[src/rtl/uart_8bytes_pkg.sv]
// Shared types and sizes for the 8-byte frame UART receiver.
// Imported by the byte receiver and the frame assembler.
package uart_8bytes_pkg;

  localparam int FRAME_BYTES = 8;
  localparam int DATA_BITS   = 8;

  typedef enum logic [2:0] {
    IDLE,
    START,
    DATA,
    STOP,
    BREAK
  } state_t;

endpackage

[src/rtl/uart_rx_byte.sv]
// Oversampled 8N1 character receiver with input synchronizer.
// Strobes are decodes of the stop-sample cycle.
module uart_rx_byte
  import uart_8bytes_pkg::*;
#(
  parameter int OVERSAMPLE = 16
) (
  input  logic                 clk,
  input  logic                 reset,
  input  logic                 rx,
  output state_t               state,
  output logic                 start,
  output logic [DATA_BITS-1:0] data,
  output logic                 byte_valid,
  output logic                 stop_err
);

  localparam int CW = $clog2(OVERSAMPLE);
  localparam int BW = $clog2(DATA_BITS);
  localparam logic [CW-1:0] HALF = CW'(OVERSAMPLE / 2 - 1);
  localparam logic [CW-1:0] FULL = CW'(OVERSAMPLE - 1);
  localparam logic [BW-1:0] LAST = BW'(DATA_BITS - 1);

  logic                 r1;
  logic                 rxs;
  logic                 rxs_d;
  logic [CW-1:0]        cnt;
  logic [BW-1:0]        bitcnt;
  logic [DATA_BITS-1:0] shreg;
  logic                 fall;
  logic                 stop_tick;

  assign fall       = rxs_d & ~rxs;
  assign start      = (state == IDLE) & fall;
  assign stop_tick  = (state == STOP) & (cnt == FULL);
  assign byte_valid = stop_tick & rxs;
  assign stop_err   = stop_tick & ~rxs;
  assign data       = shreg;

  // two-flop synchronizer plus a delayed copy for edge detection
  always_ff @(posedge clk) begin
    if (reset) begin
      r1    <= 1'b1;
      rxs   <= 1'b1;
      rxs_d <= 1'b1;
    end else begin
      r1    <= rx;
      rxs   <= r1;
      rxs_d <= rxs;
    end
  end

  // character FSM: start qualification, data shift, stop check
  always_ff @(posedge clk) begin
    if (reset) begin
      state  <= IDLE;
      cnt    <= '0;
      bitcnt <= '0;
      shreg  <= '0;
    end else begin
      unique case (state)
        IDLE: begin
          if (fall) begin
            state <= START;
            cnt   <= '0;
          end
        end
        START: begin
          if (cnt == HALF) begin
            cnt    <= '0;
            bitcnt <= '0;
            state  <= rxs ? IDLE : DATA;
          end else begin
            cnt <= cnt + 1'b1;
          end
        end
        DATA: begin
          if (cnt == FULL) begin
            cnt    <= '0;
            shreg  <= {rxs, shreg[DATA_BITS-1:1]};
            bitcnt <= bitcnt + 1'b1;
            if (bitcnt == LAST) begin
              state <= STOP;
            end
          end else begin
            cnt <= cnt + 1'b1;
          end
        end
        STOP: begin
          if (cnt == FULL) begin
            cnt   <= '0;
            state <= rxs ? IDLE : BREAK;
          end else begin
            cnt <= cnt + 1'b1;
          end
        end
        BREAK: begin
          if (rxs) begin
            state <= IDLE;
          end
        end
        default: state <= IDLE;
      endcase
    end
  end

endmodule

[src/rtl/uart_8bytes_rx.sv]
// Assembles eight received characters into one 64-bit frame.
// Partial frames are dropped on a bad stop bit or idle timeout.
module uart_8bytes_rx
  import uart_8bytes_pkg::*;
#(
  parameter int OVERSAMPLE   = 16,
  parameter int TIMEOUT_BITS = 20
) (
  input  logic                             clk,
  input  logic                             reset,
  input  logic                             rx,
  output logic [FRAME_BYTES*DATA_BITS-1:0] frame,
  output logic                             frame_valid,
  output logic                             frame_err,
  output logic                             timeout,
  output logic                             busy
);

  localparam int LIMIT = TIMEOUT_BITS * OVERSAMPLE;
  localparam int IW    = $clog2(LIMIT);
  localparam int XW    = $clog2(FRAME_BYTES);
  localparam logic [IW-1:0] ILAST = IW'(LIMIT - 1);
  localparam logic [XW-1:0] XLAST = XW'(FRAME_BYTES - 1);

  state_t                                 state;
  logic                                   start;
  logic [DATA_BITS-1:0]                   data;
  logic                                   byte_valid;
  logic                                   stop_err;
  logic [XW-1:0]                          idx;
  logic [IW-1:0]                          idle_cnt;
  logic [FRAME_BYTES-2:0][DATA_BITS-1:0]  shadow;

  uart_rx_byte #(
    .OVERSAMPLE(OVERSAMPLE)
  ) u_byte (
    .clk       (clk),
    .reset     (reset),
    .rx        (rx),
    .state     (state),
    .start     (start),
    .data      (data),
    .byte_valid(byte_valid),
    .stop_err  (stop_err)
  );

  assign busy = (state != IDLE) || (idx != '0);

  // byte slotting, frame publish, error drop and idle timeout
  always_ff @(posedge clk) begin
    if (reset) begin
      idx         <= '0;
      idle_cnt    <= '0;
      shadow      <= '0;
      frame       <= '0;
      frame_valid <= 1'b0;
      frame_err   <= 1'b0;
      timeout     <= 1'b0;
    end else begin
      frame_valid <= 1'b0;
      frame_err   <= 1'b0;
      timeout     <= 1'b0;
      if (byte_valid) begin
        if (idx == XLAST) begin
          frame       <= {data, shadow};
          frame_valid <= 1'b1;
        end else begin
          for (int k = 0; k < FRAME_BYTES - 1; k++) begin
            if (idx == XW'(k)) begin
              shadow[k] <= data;
            end
          end
        end
        idx <= idx + 1'b1;
      end else if (stop_err) begin
        frame_err <= 1'b1;
        idx       <= '0;
      end else if ((state == IDLE) && (idx != '0)) begin
        if (idle_cnt == ILAST) begin
          timeout  <= 1'b1;
          idx      <= '0;
          idle_cnt <= '0;
        end else if (start) begin
          idle_cnt <= '0;
        end else begin
          idle_cnt <= idle_cnt + 1'b1;
        end
      end else if (start) begin
        idle_cnt <= '0;
      end
    end
  end

endmodule

[config.mk]
export PLATFORM = sky130hd
export DESIGN_NAME = uart_8bytes_rx
export DESIGN_NICKNAME = d
export VERILOG_FILES = /design/src/rtl/uart_8bytes_pkg.sv /design/src/rtl/uart_rx_byte.sv /design/src/rtl/uart_8bytes_rx.sv
export SDC_FILE = /design/constraint.sdc
export NUM_CORES = 1
export LEC_CHECK = 0
export BUFFER_PORTS_ARGS = -buffer_cell sky130_fd_sc_hd__buf_2
export CORE_MARGIN = 8
export CORE_UTILIZATION = 46
export DETAILED_ROUTE_END_ITERATION = 8
export HOLD_SLACK_MARGIN = 0.08
export PLACE_DENSITY = 0.65
export SKIP_CTS_REPAIR_TIMING = 1
export SYNTH_ARGS = -nofsm -noshare
export SYNTH_HDL_FRONTEND = slang
export SYNTH_SLANG_ARGS = --single-unit
[constraint.sdc]
create_clock -name clk -period 2.8 [get_ports clk]
set_input_delay 0.84 -clock clk [delete_from_list [all_inputs] [get_ports clk]]
set_output_delay 0.84 -clock clk [all_outputs]
set_load 0.005 [all_outputs]
After elaboration in Yosys (flattened, before gate mapping)
Cells that the tools add are included.

Add/sub/neg operators: 4. Equality and inequality tests: 21. Bitwise logic cells: 10. Multiplexer cells: 27. Reduce and logical (&&, ||, !) cells: 29.

Operators with widths (number): 3-bit two-way mux (13); 9-bit two-way mux (4); 3-bit AND reduction (9); 3-bit equality test (second input constant) (6); 3-bit case mux with 5 select lines (1); 3-bit nonzero test (5); 3-bit by 2-bit equality test with 1-bit output (second input constant) (4); 4-bit two-way mux (3); 4-bit case mux with 3 select lines (1); 2-bit by 1-bit inequality test with 1-bit output (second input constant) (5); 9-bit by 1-bit adder with 9-bit output (second input constant) (1); 9-bit equality test (second input constant) (1); 2-bit AND reduction (4); 3-bit by 1-bit adder with 3-bit output (second input constant) (2); 3-bit by 1-bit equality test with 1-bit output (second input constant) (2); 3-bit logical NOT (2); 3-bit case mux with 2 select lines (1); 6-bit AND reduction (1); 2-bit OR reduction (3); 1-bit AND (5); 1-bit inverter (5); 4-bit by 1-bit adder with 4-bit output (second input constant) (1); 4-bit by 3-bit equality test with 1-bit output (second input constant) (1); 4-bit equality test (second input constant) (1); 7 further kinds (10).

Bits of input ports: 3. Register bits: 156. Output and inout port bits: 68.

Depth between registers and ports, before layout
Gate-level depths: netlist (run 1).

Depth in word-level cells: 6. Gate-level depth with buffers: 8. Mapped depth without buffers: 6.

Hierarchy
A second synthesis (run 1) with hierarchy kept.

Cell total of the unflattened synthesis: 713. Area, all modules: 6007.0 um^2.

Modules (own cells, without submodules): uart_8bytes_rx (area each 5043.6 um^2, cells an instance 605, times used 1); uart_rx_byte (area each 963.4 um^2, cells an instance 108, times used 1).

Worst setup path before layout (run 1)
No wires, ideal clock.

Path kind: register to register. Start: register idx[0]. End: register shadow[45] (netlist name). Data required time: 2.672 ns. Slack: 0.814 ns. Stages on the path, launching flop included: 7. Clock period less this slack: 1.986 ns. Arrival time: 1.859 ns. Library setup time: 0.128 ns. Cells stage by stage: dfxtp_1 ha_1 ha_1 nand2b_1 nor4_4 mux2i_1 nor2_1.

Word-level cells in the longest chain between the ends: 3. Elaborated cells on any way between the ends: 4. Those cells by class: eq/ne (2); bitwise (1); reduce/logical (1).

RTL lines: start, declared (line uart_8bytes_rx.sv:30) `logic [XW-1:0] idx;`; start signal, assigned (line uart_8bytes_rx.sv:74) `idx <= idx + 1'b1;`; 3-bit equality test (line uart_8bytes_rx.sv:64) `if (idx == XLAST) begin`; 1-bit inverter (no line); 3-bit AND reduction (no line) (*); end signal, assigned by index (line uart_8bytes_rx.sv:70) `shadow[k] <= data;`; end, declared (line uart_8bytes_rx.sv:32) `logic [FRAME_BYTES-2:0][DATA_BITS-1:0] shadow;`.

Mark *: on every way between the ends. The rest lies on a longest branch, timed or not. A chain may end at the register's enable or synchronous reset.

Worst setup path after layout (run 1)
Start: register idx[0]. End: output port busy.

Word-level cells in the longest chain between the ends: 2.

RTL lines: 3-bit nonzero test (line uart_8bytes_rx.sv:47) `assign busy = (state != IDLE) || (idx != '0);`; 1-bit logical OR (line uart_8bytes_rx.sv:47); end, declared (line uart_8bytes_rx.sv:16) `output logic busy`.

Every way passes these cells.

==> results of run 1 <==
-- area by class of cell --
| type | instances | area, µm² |
|---|---|---|
| sequential | 156 | 3120 |
| multi-input combinational | 475 | 2760 |
| inverter | 5 | 18.8 |
| clock inverter | 10 | 116 |
| tap | 176 | 220 |
| fill | 1168 | 5910 |
| clock buffer | 22 | 464 |
| timing repair buffer | 84 | 470 |
-- final timing paths --
kind,startpoint,to,slack (ns),depth (start not counted)
setup / recovery,idx[0],busy,0.30,5
hold reg to reg,u_byte.r1,u_byte.rxs,0.41,1
setup reg to reg,idx[0],frame[6],0.56,7
hold / removal,u_byte.r1,u_byte.rxs,0.41,1
-- cells by family after synthesis --
group | count (synthesis) | share of synthesized area, %
buf+inv | 53 | 3.77
xor+xnor | 4 | 0.574
compound gates | 110 | 10.3
flops | 156 | 51.2
mux | 58 | 9.51
simple gates | 293 | 22.7
fa+ha+maj | 10 | 2.05
-- metal layers --
layer / share of wire, % / vias to the layer above
li1: - / 2414
met1: 47 / 2309
met2: 47 / 79
met3: 3.9 / 24
met4: 2.2 / 0
met5: 0 / -
-- synth_stat cells, drive strengths merged, types with 3 or more instances --
cell	number	area [µm²]
nand2	158	593
dfxtp	156	3120
a21oi	80	400
nor2	71	267
mux2i	58	581
clkbuf	28	105
buf	20	106
ha	10	125
nand2b	10	62.6
nand3	9	50.1
nor4	8	146
a31oi	6	37.5
nand3b	6	45.0
nor3	6	40.0
inv	5	18.8
nand4	5	31.3
o21ai	4	20.0
and3	3	18.8
o2bb2ai	3	26.3
or2	3	18.8
xor2	3	26.3
-- state kept, by name, indices dropped and copies added, names as in the netlist --
| signal | count |
|---|---|
| u_byte.rxs | 1 |
| frame_valid | 1 |
| idle_cnt | 9 |
| u_byte.data | 8 |
| timeout | 1 |
| u_byte.state | 3 |
| frame_err | 1 |
| u_byte.rxs_d | 1 |
| u_byte.r1 | 1 |
| u_byte.cnt | 4 |
| idx | 3 |
| shadow | 56 |
| u_byte.bitcnt | 3 |
| frame | 64 |
-- metrics by stage --
stage               utilization, %  power [mW]  cells
floorplan                        -        2.48    684
global placement              50.4        2.53    896
detailed placement            50.4        2.53    896
CTS                           54.8        4.76    928
global route                  54.8        4.89    928
finish                        54.8        4.72    928
-- critical path, cell delays in order (launching register included) --
cell,delay [ns]
dfxtp_1,0.35
inv_1,0.10
ha_1,0.21
nor2b_1,0.33
nand2_1,0.11
buf_2,0.15
-- power breakdown --
group          total, mW  leakage (nW)  switching (mW)  internal (mW)
Clock               2.24         0.280           0.878           1.36
Sequential          2.28          1.26          0.0396           2.24
Combinational      0.206          1.10           0.132         0.0744
Total               4.72          2.64            1.05           3.67
==> results.toml, run 1 <==
[critical_path]
crit_fanout = 5
start_kind = "flip-flop"
arrival_ns = 1.66
worstSetupPathType = "reg2out"
critical_path_required_ns = 1.96
cp-end-kind = "primary output"

[synthesis]
synth_flop_cell = "dfxtp_1"
syn_inst = 684
synthArstFlopShare_pct = 0
synth_seq_cells = 156
synth_edf_count = 0
yosysSeqAreaShare_pct = 51.2
ys_warn_count = 0
yosysUniqueCellTypes = 50
synth.avg_cell_area_um2 = 8.92
synth_fp_nets = 697
syn_area_um2 = 6100

[sta]
worst_pin_slew_ns = 0.750
fin_crit_sh_pct = 89.3
drv_slew = 0
relSlewSlack_pct = 49.6
fmaxAchievable_mhz = 400
final.setup.tns_ns = 0
hold_viol = 0
holdWs_ns = 0.409
layout_setup_ws_ns = 0.301
period_minus_slack_ns = 2.50
rsz0062_at_grt = "no"
setup_violations = 0
skew_ns = 0.00772

[floorplan]
fp.dieH_um = 131
dieArea_um2 = 17200
core_area_um2 = 13100
io_pins = 71
die_x_um = 131
rows = 42
initial_core_util_pct = 46.7

[global_route]
grt_pass1_vias = 4613
grt_pass1_wl_um = 22800
grt_overflow = 0
grt_use_met1_pct = 19.4
grt_max_degree = 87
track_usage_pct = 16.0
use_met2_pct = 25.8
use_met3_pct = 4.27
antenna_found_initial = 0
grt_busiest_layer = "met2"

[job]
max-cap-violations = 0

[routing]
dr.first_iter.drc_count = 262
routed_wl_um = 13600
drc_errors = 0
via_per_inst = 5.20
first_pass_iters = 4
avgRoutedWirePerCell_um = 14.7
vias = 4826
ant_nets = 0

[final_layout]
most-common-layout-cells = "158 x nand2_1, 156 x dfxtp_1, 80 x a21oi_1"
drive_above_1_share_pct = 17.0
final_area_um2 = 7170
final_common_cell = "nand2_1"
diodes = 0
layout.nets = 752
synthToLayoutAreaGrowth_pct = 17.5

[clock_network]
clockBufferDepth = 2
clk_pin_slew_ns = 0.06
cts.sinks = 156
cts_tree = "done"
cts-buffers-inserted = 17
root_buffer = "clkbuf_16"
insertion_delay_ns = 0.42
htreeDepth = 4

[placement]
pre_cts_slack_ns = 0.556
place_area_um2 = 6590
dp_hpwl_um = 9160
gp_congestion = 0.822
io_buffer_count = 70

[power]
p_leak_nw = 2.64
powerDensity_nw_per_um2 = 658
irDropWorstVdd_mv = 0.423

[status]
status = "complete, no violations"

[hold_path]
min_path_type = "reg2reg"
No activity file was read; power rests on OpenSTA's default activity.
==> inputs of run 2 (changes only) <==
--- a/config.mk
+++ b/config.mk
@@ -5,6 +5,7 @@
 export SDC_FILE = /design/constraint.sdc
 export NUM_CORES = 1
 export LEC_CHECK = 0
+export ABC_AREA = 1
 export BUFFER_PORTS_ARGS = -buffer_cell sky130_fd_sc_hd__buf_2
 export CORE_MARGIN = 8
 export CORE_UTILIZATION = 46
==> run 2 against run 1 <==
Non-clock buffer count down 5. Core utilization decreased by 1.1 points. Clock power hardly changed. Clock-buffer cell count rose by 1. Cell count rose by 23%. Wire length rose by 8.6%. Die area up 6.0%. Power rose by 1.4%. Worst setup slack improved by 0.051 ns. Hold slack got worse by 0.0071 ns. Clock skew decreased by 0.0015 ns. Sequential cell count unchanged. Largest power group unchanged.
==> results.toml, run 2 <==
[hold_path]
min_path_type = "reg2reg"
hold_start = "u_byte.r1"

[synthesis]
synthTopCellsByArea = "dfxtp_1 48%, nand2_1 13%, nor2_1 9.0%"
synth_seq_cells = 156
synth_edf_count = 0
synth.avg_cell_area_um2 = 7.22
ys_warn_count = 0
synth_flop_cell = "dfxtp_1"
netlist_top_cells_count = "221 x nand2_1, 156 x dfxtp_1, 156 x nor2_1"
syn_inst = 904
synthArstFlopShare_pct = 0
yosysUniqueCellTypes = 27
synth_most_common_cell = "nand2_1"
synth_top_area_share_pct = 47.9
synth_fp_nets = 917
syn_area_um2 = 6530
yosysSeqAreaShare_pct = 47.9
synth_area_leader_cell = "dfxtp_1"

[final_layout]
multi_input_area_um2 = 2770
largest_reg_flops = 64
largest_registers = "frame (64), shadow (56), idle_cnt (9)"
final_common_cell = "nand2_1"
final_area_um2 = 7460
instances_no_fill = 1139
largest-register = "frame"
layout.nets = 961
most-common-layout-cells = "220 x nand2_1, 156 x nor2_1, 156 x dfxtp_1"
synthToLayoutAreaGrowth_pct = 14.3
nFillCells = 1333
seqCellArea_um2 = 3120
drive_above_1_share_pct = 14.8
diodes = 0

[sta]
rsz0062_at_grt = "no"
period_minus_slack_ns = 2.45
fin_crit_sh_pct = 87.4
fmaxAchievable_mhz = 408
final.setup.tns_ns = 0
setup_violations = 0
worst_pin_slew_ns = 0.654
relSlewSlack_pct = 56.4
hold_viol = 0
drv_slew = 0
skew_ns = 0.00619

[clock_network]
clk_pin_slew_ns = 0.06
clockBufferDepth = 2
htreeDepth = 4
cts.sinks = 156
cts-buffers-inserted = 17
cts_tree = "done"
insertion_delay_ns = 0.42
root_buffer = "clkbuf_16"

[critical_path]
crit_fanout = 4
rr_worst_depth = 8
reg2reg_to = "frame[22]"
cp-endpoint = "busy"
arrival_ns = 1.61
cp-end-kind = "primary output"
cp-startpoint = "idx[0]"
start_kind = "flip-flop"
worstSetupPathType = "reg2out"
ff2ff_setup_slack_ns = 0.75
critical_path_required_ns = 1.96
r2r-start = "u_byte.cnt[0]"

[floorplan]
fp.dieH_um = 135
initial_core_util_pct = 47.0
dieArea_um2 = 18300
io_pins = 71
core_area_um2 = 13900
die_x_um = 135
rows = 43

[global_route]
grt_pass1_vias = 5059
grt_max_degree = 84
antenna_found_initial = 0
track_usage_pct = 16.6
grt_overflow = 0
grt_pass1_wl_um = 24600

[placement]
io_buffer_count = 70
dp_hpwl_um = 9200
place_inst = 1109
gp_congestion = 0.847
place_area_um2 = 6890

[status]
status = "complete, no violations"

[power]
p_leak_nw = 3.66
irDropWorstVdd_mv = 0.411
powerDensity_nw_per_um2 = 642

[routing]
dr.first_iter.drc_count = 387
first_pass_iters = 4
routed_wl_um = 14800
vias = 5425
drc_errors = 0
ant_nets = 0
avgRoutedWirePerCell_um = 13.0
via_per_inst = 4.76

[job]
max-cap-violations = 0
## run 2: where the power goes
| group | switching [mW] | total, mW | internal [mW] |
|---|---|---|---|
| Sequential | 0.0279 | 2.27 | 2.24 |
| Combinational | 0.197 | 0.278 | 0.0810 |
| Clock | 0.869 | 2.24 | 1.37 |
## run 2: how the worst min path moves through the flow
stage / end / slack, ns / cells after the start
2_1_floorplan: u_byte.rxs / 0.39 / 1
3_3_place_gp: u_byte.rxs / 0.39 / 1
3_5_place_dp: u_byte.rxs / 0.39 / 1
4_1_cts: u_byte.rxs / 0.40 / 1
5_1_grt: u_byte.rxs / 0.42 / 1
6_report: u_byte.rxs / 0.40 / 1
## run 2: metrics by stage
stage                     power (mW)  hold WS [ns]  util [%]  worst slack (ns)
final                           4.79         0.402      53.7             0.352
after global routing            4.97         0.421      53.7             0.173
after CTS                       4.83         0.404      53.7             0.312
after detailed placement        2.60         0.394      49.6             0.749
after global placement          2.60         0.392      49.6             0.761
after floorplan                 2.53         0.389         -              1.02
## run 2: area by class of cell
cell class,count,area share (%)
Multi-Input combinational cell,606,37.1
Tap cell,180,3.02
Clock inverter,7,1.19
Clock buffer,23,6.41
Timing Repair Buffer,79,5.94
Sequential cell,156,41.9
Inverter,88,4.43
## run 2: kinds of logic after synthesis
logic type	synth area share, %
AND/OR/NAND/NOR	32.8
adder cells (fa/ha/maj)	1.92
XOR/XNOR	0.134
buffers and inverters	9.76
flip-flops	47.9
AO/OA/AOI/OAI	7.57
## run 2: critical path, stage by stage, from the launching register on
cell and delay [ns]:
dfxtp_1 0.33, inv_1 0.11, ha_1 0.17, inv_1 0.04, nor2_1 0.31, nand2_1 0.09
buf_2 0.14
## run 2: layer usage
layer / GRT usage [%] / vias up / share of wire [%]
li1: - / 2895 / -
met1: 20.8 / 2389 / 48
met2: 26.5 / 121 / 44
met3: 4.57 / 20 / 6.8
met4: 6.85 / 0 / 1.6
met5: 0 / - / 0
==> inputs of run 3 (changes only) <==
--- a/config.mk
+++ b/config.mk
@@ -7,6 +7,7 @@
 export LEC_CHECK = 0
 export ABC_AREA = 1
 export BUFFER_PORTS_ARGS = -buffer_cell sky130_fd_sc_hd__buf_2
+export CAP_MARGIN = 20
 export CORE_MARGIN = 8
 export CORE_UTILIZATION = 46
 export DETAILED_ROUTE_END_ITERATION = 8
==> constraint.sdc (replaced) <==
create_clock -name clk -period 2.6 [get_ports clk]
set_input_delay 0.78 -clock clk [delete_from_list [all_inputs] [get_ports clk]]
set_output_delay 0.78 -clock clk [all_outputs]
set_load 0.005 [all_outputs]
==> run 3 against run 2 <==
Clock skew about the same. Critical path depth did not move. Via count rose by 0.15%. Sequential share of layout area decreased by 0.19 points. Global-route usage barely moved. Combinational power increased by 8.3%. Sequential power rose by 8%. Worst setup slack got worse by 0.17 ns. Non-clock buffer count is 3 higher. Critical path type unchanged. Highest routed layer unchanged.
==> results.toml, run 3 (synthesis results as in run 2) <==
[status]
status = "complete, no violations"

[global_route]
grt_overflow = 0
track_usage_pct = 16.7
grt_pass1_wl_um = 24700
grt_max_degree = 59
antenna_found_initial = 0
grt_pass1_vias = 5004

[final_layout]
largest_registers = "frame (64), shadow (56), idle_cnt (9)"
largest-register = "frame"
layout.nets = 964
synthToLayoutAreaGrowth_pct = 14.8
final_common_cell = "nand2_1"
most-common-layout-cells = "220 x nand2_1, 156 x nor2_1, 156 x dfxtp_1"
diodes = 0
drive_above_1_share_pct = 15.2
largest_reg_flops = 64

[power]
powerDensity_nw_per_um2 = 698
p_leak_nw = 3.68
switching_power_mw = 1.20
irDropWorstVdd_mv = 0.487
swShare_pct = 22.9
clock_power_share_pct = 47.5
power_frac_comb_pct = 5.8
intPower_mw = 4.03
p_seq_share_pct = 46.8

[clock_network]
clk_pin_slew_ns = 0.06
htreeDepth = 4
root_buffer = "clkbuf_16"
cts.sinks = 156
cts-buffers-inserted = 17
cts_tree = "done"
insertion_delay_ns = 0.43
clockBufferDepth = 2

[job]
max-cap-violations = 0

[floorplan]
rows = 43
core_area_um2 = 13900
dieArea_um2 = 18300
initial_core_util_pct = 47.0
die_x_um = 135
io_pins = 71
fp.dieH_um = 135

[placement]
pre_cts_slack_ns = 0.569
dp_hpwl_um = 9540
io_buffer_count = 70
gp_congestion = 0.823

[routing]
avgRoutedWirePerCell_um = 13.1
routed_wl_um = 15000
via_per_inst = 4.75
ant_nets = 0
first_pass_iters = 5
dr.first_iter.drc_count = 378
drc_errors = 0
vias = 5433

[sta]
final.setup.tns_ns = 0
relSlewSlack_pct = 58.3
fmaxAchievable_mhz = 414
skew_ns = 0.00640
fin_crit_sh_pct = 92.9
drv_slew = 0
rsz0062_at_grt = "no"
period_minus_slack_ns = 2.41
setup_violations = 0
worst_pin_slew_ns = 0.626
layout_setup_ws_ns = 0.185
hold_viol = 0

[hold_path]
min_path_type = "reg2reg"

[critical_path]
cp-end-kind = "primary output"
worstSetupPathType = "reg2out"
critical_path_required_ns = 1.82
crit_fanout = 4
start_kind = "flip-flop"
arrival_ns = 1.63
[run 3: cell count changes in the layout (fill, tap and decap cells not counted)]
cell | before | now
inv_6 | 1 | 0
clkinv_2 | 4 | 5
buf_4 | 7 | 11
clkbuf_8 | 3 | 5
buf_12 | 2 | 1
[run 3: area by class of cell]
cell class,instances,area (µm²)
multi-input combinational,606,2770
clock inverter,7,85.1
sequential,156,3120
clock buffer,25,505
timing repair buffer,82,453
tap,180,225
fill,1358,6390
inverter,88,330
[run 3: per-stage QoR]
step,util (%),std cells,hold WS [ns],power [mW],cell area (µm²)
2_1_floorplan,-,904,0.389,2.72,6530
3_5_place_dp,49.7,1112,0.398,2.80,6900
4_1_cts,54.0,1144,0.411,5.28,7490
5_1_grt,54.0,1144,0.427,5.42,7490
6_report,54.0,1144,0.408,5.23,7490
3_3_place_gp,49.7,1112,0.390,2.79,6900
[run 3: worst max-delay path, cell delays in order (launching register included)]
cell and delay [ns]:
dfxtp_1 0.34, inv_1 0.11, ha_1 0.17, inv_1 0.04
nor2_1 0.32, nand2_1 0.10, buf_2 0.14
[run 3: path summary, 6_finish.rpt]
path              cells past startpoint     startpoint  slack [ns]    endpoint
setup / recovery                      6         idx[0]        0.19        busy
hold / removal                        1      u_byte.r1        0.41  u_byte.rxs
setup reg to reg                      9  u_byte.cnt[0]        0.63   frame[18]
hold reg to reg                       1      u_byte.r1        0.41  u_byte.rxs
[run 3: layer usage]
metal	routed length (µm)	share of wire, %	GRT usage, %
met1	7170	48	21.4
met4	166	1.1	6.29
met5	0	0	0
met2	6900	46	26.5
met3	731	4.9	4.09
[run 3: power by group through the flow]
stage / clock network (mW) / registers, mW / logic [mW]
2_1_floorplan: 0 / 2.49 / 0.230
3_3_place_gp: 0 / 2.50 / 0.295
3_5_place_dp: 0 / 2.50 / 0.300
4_1_cts: 2.53 / 2.44 / 0.303
5_1_grt: 2.62 / 2.45 / 0.347
6_report: 2.48 / 2.45 / 0.301
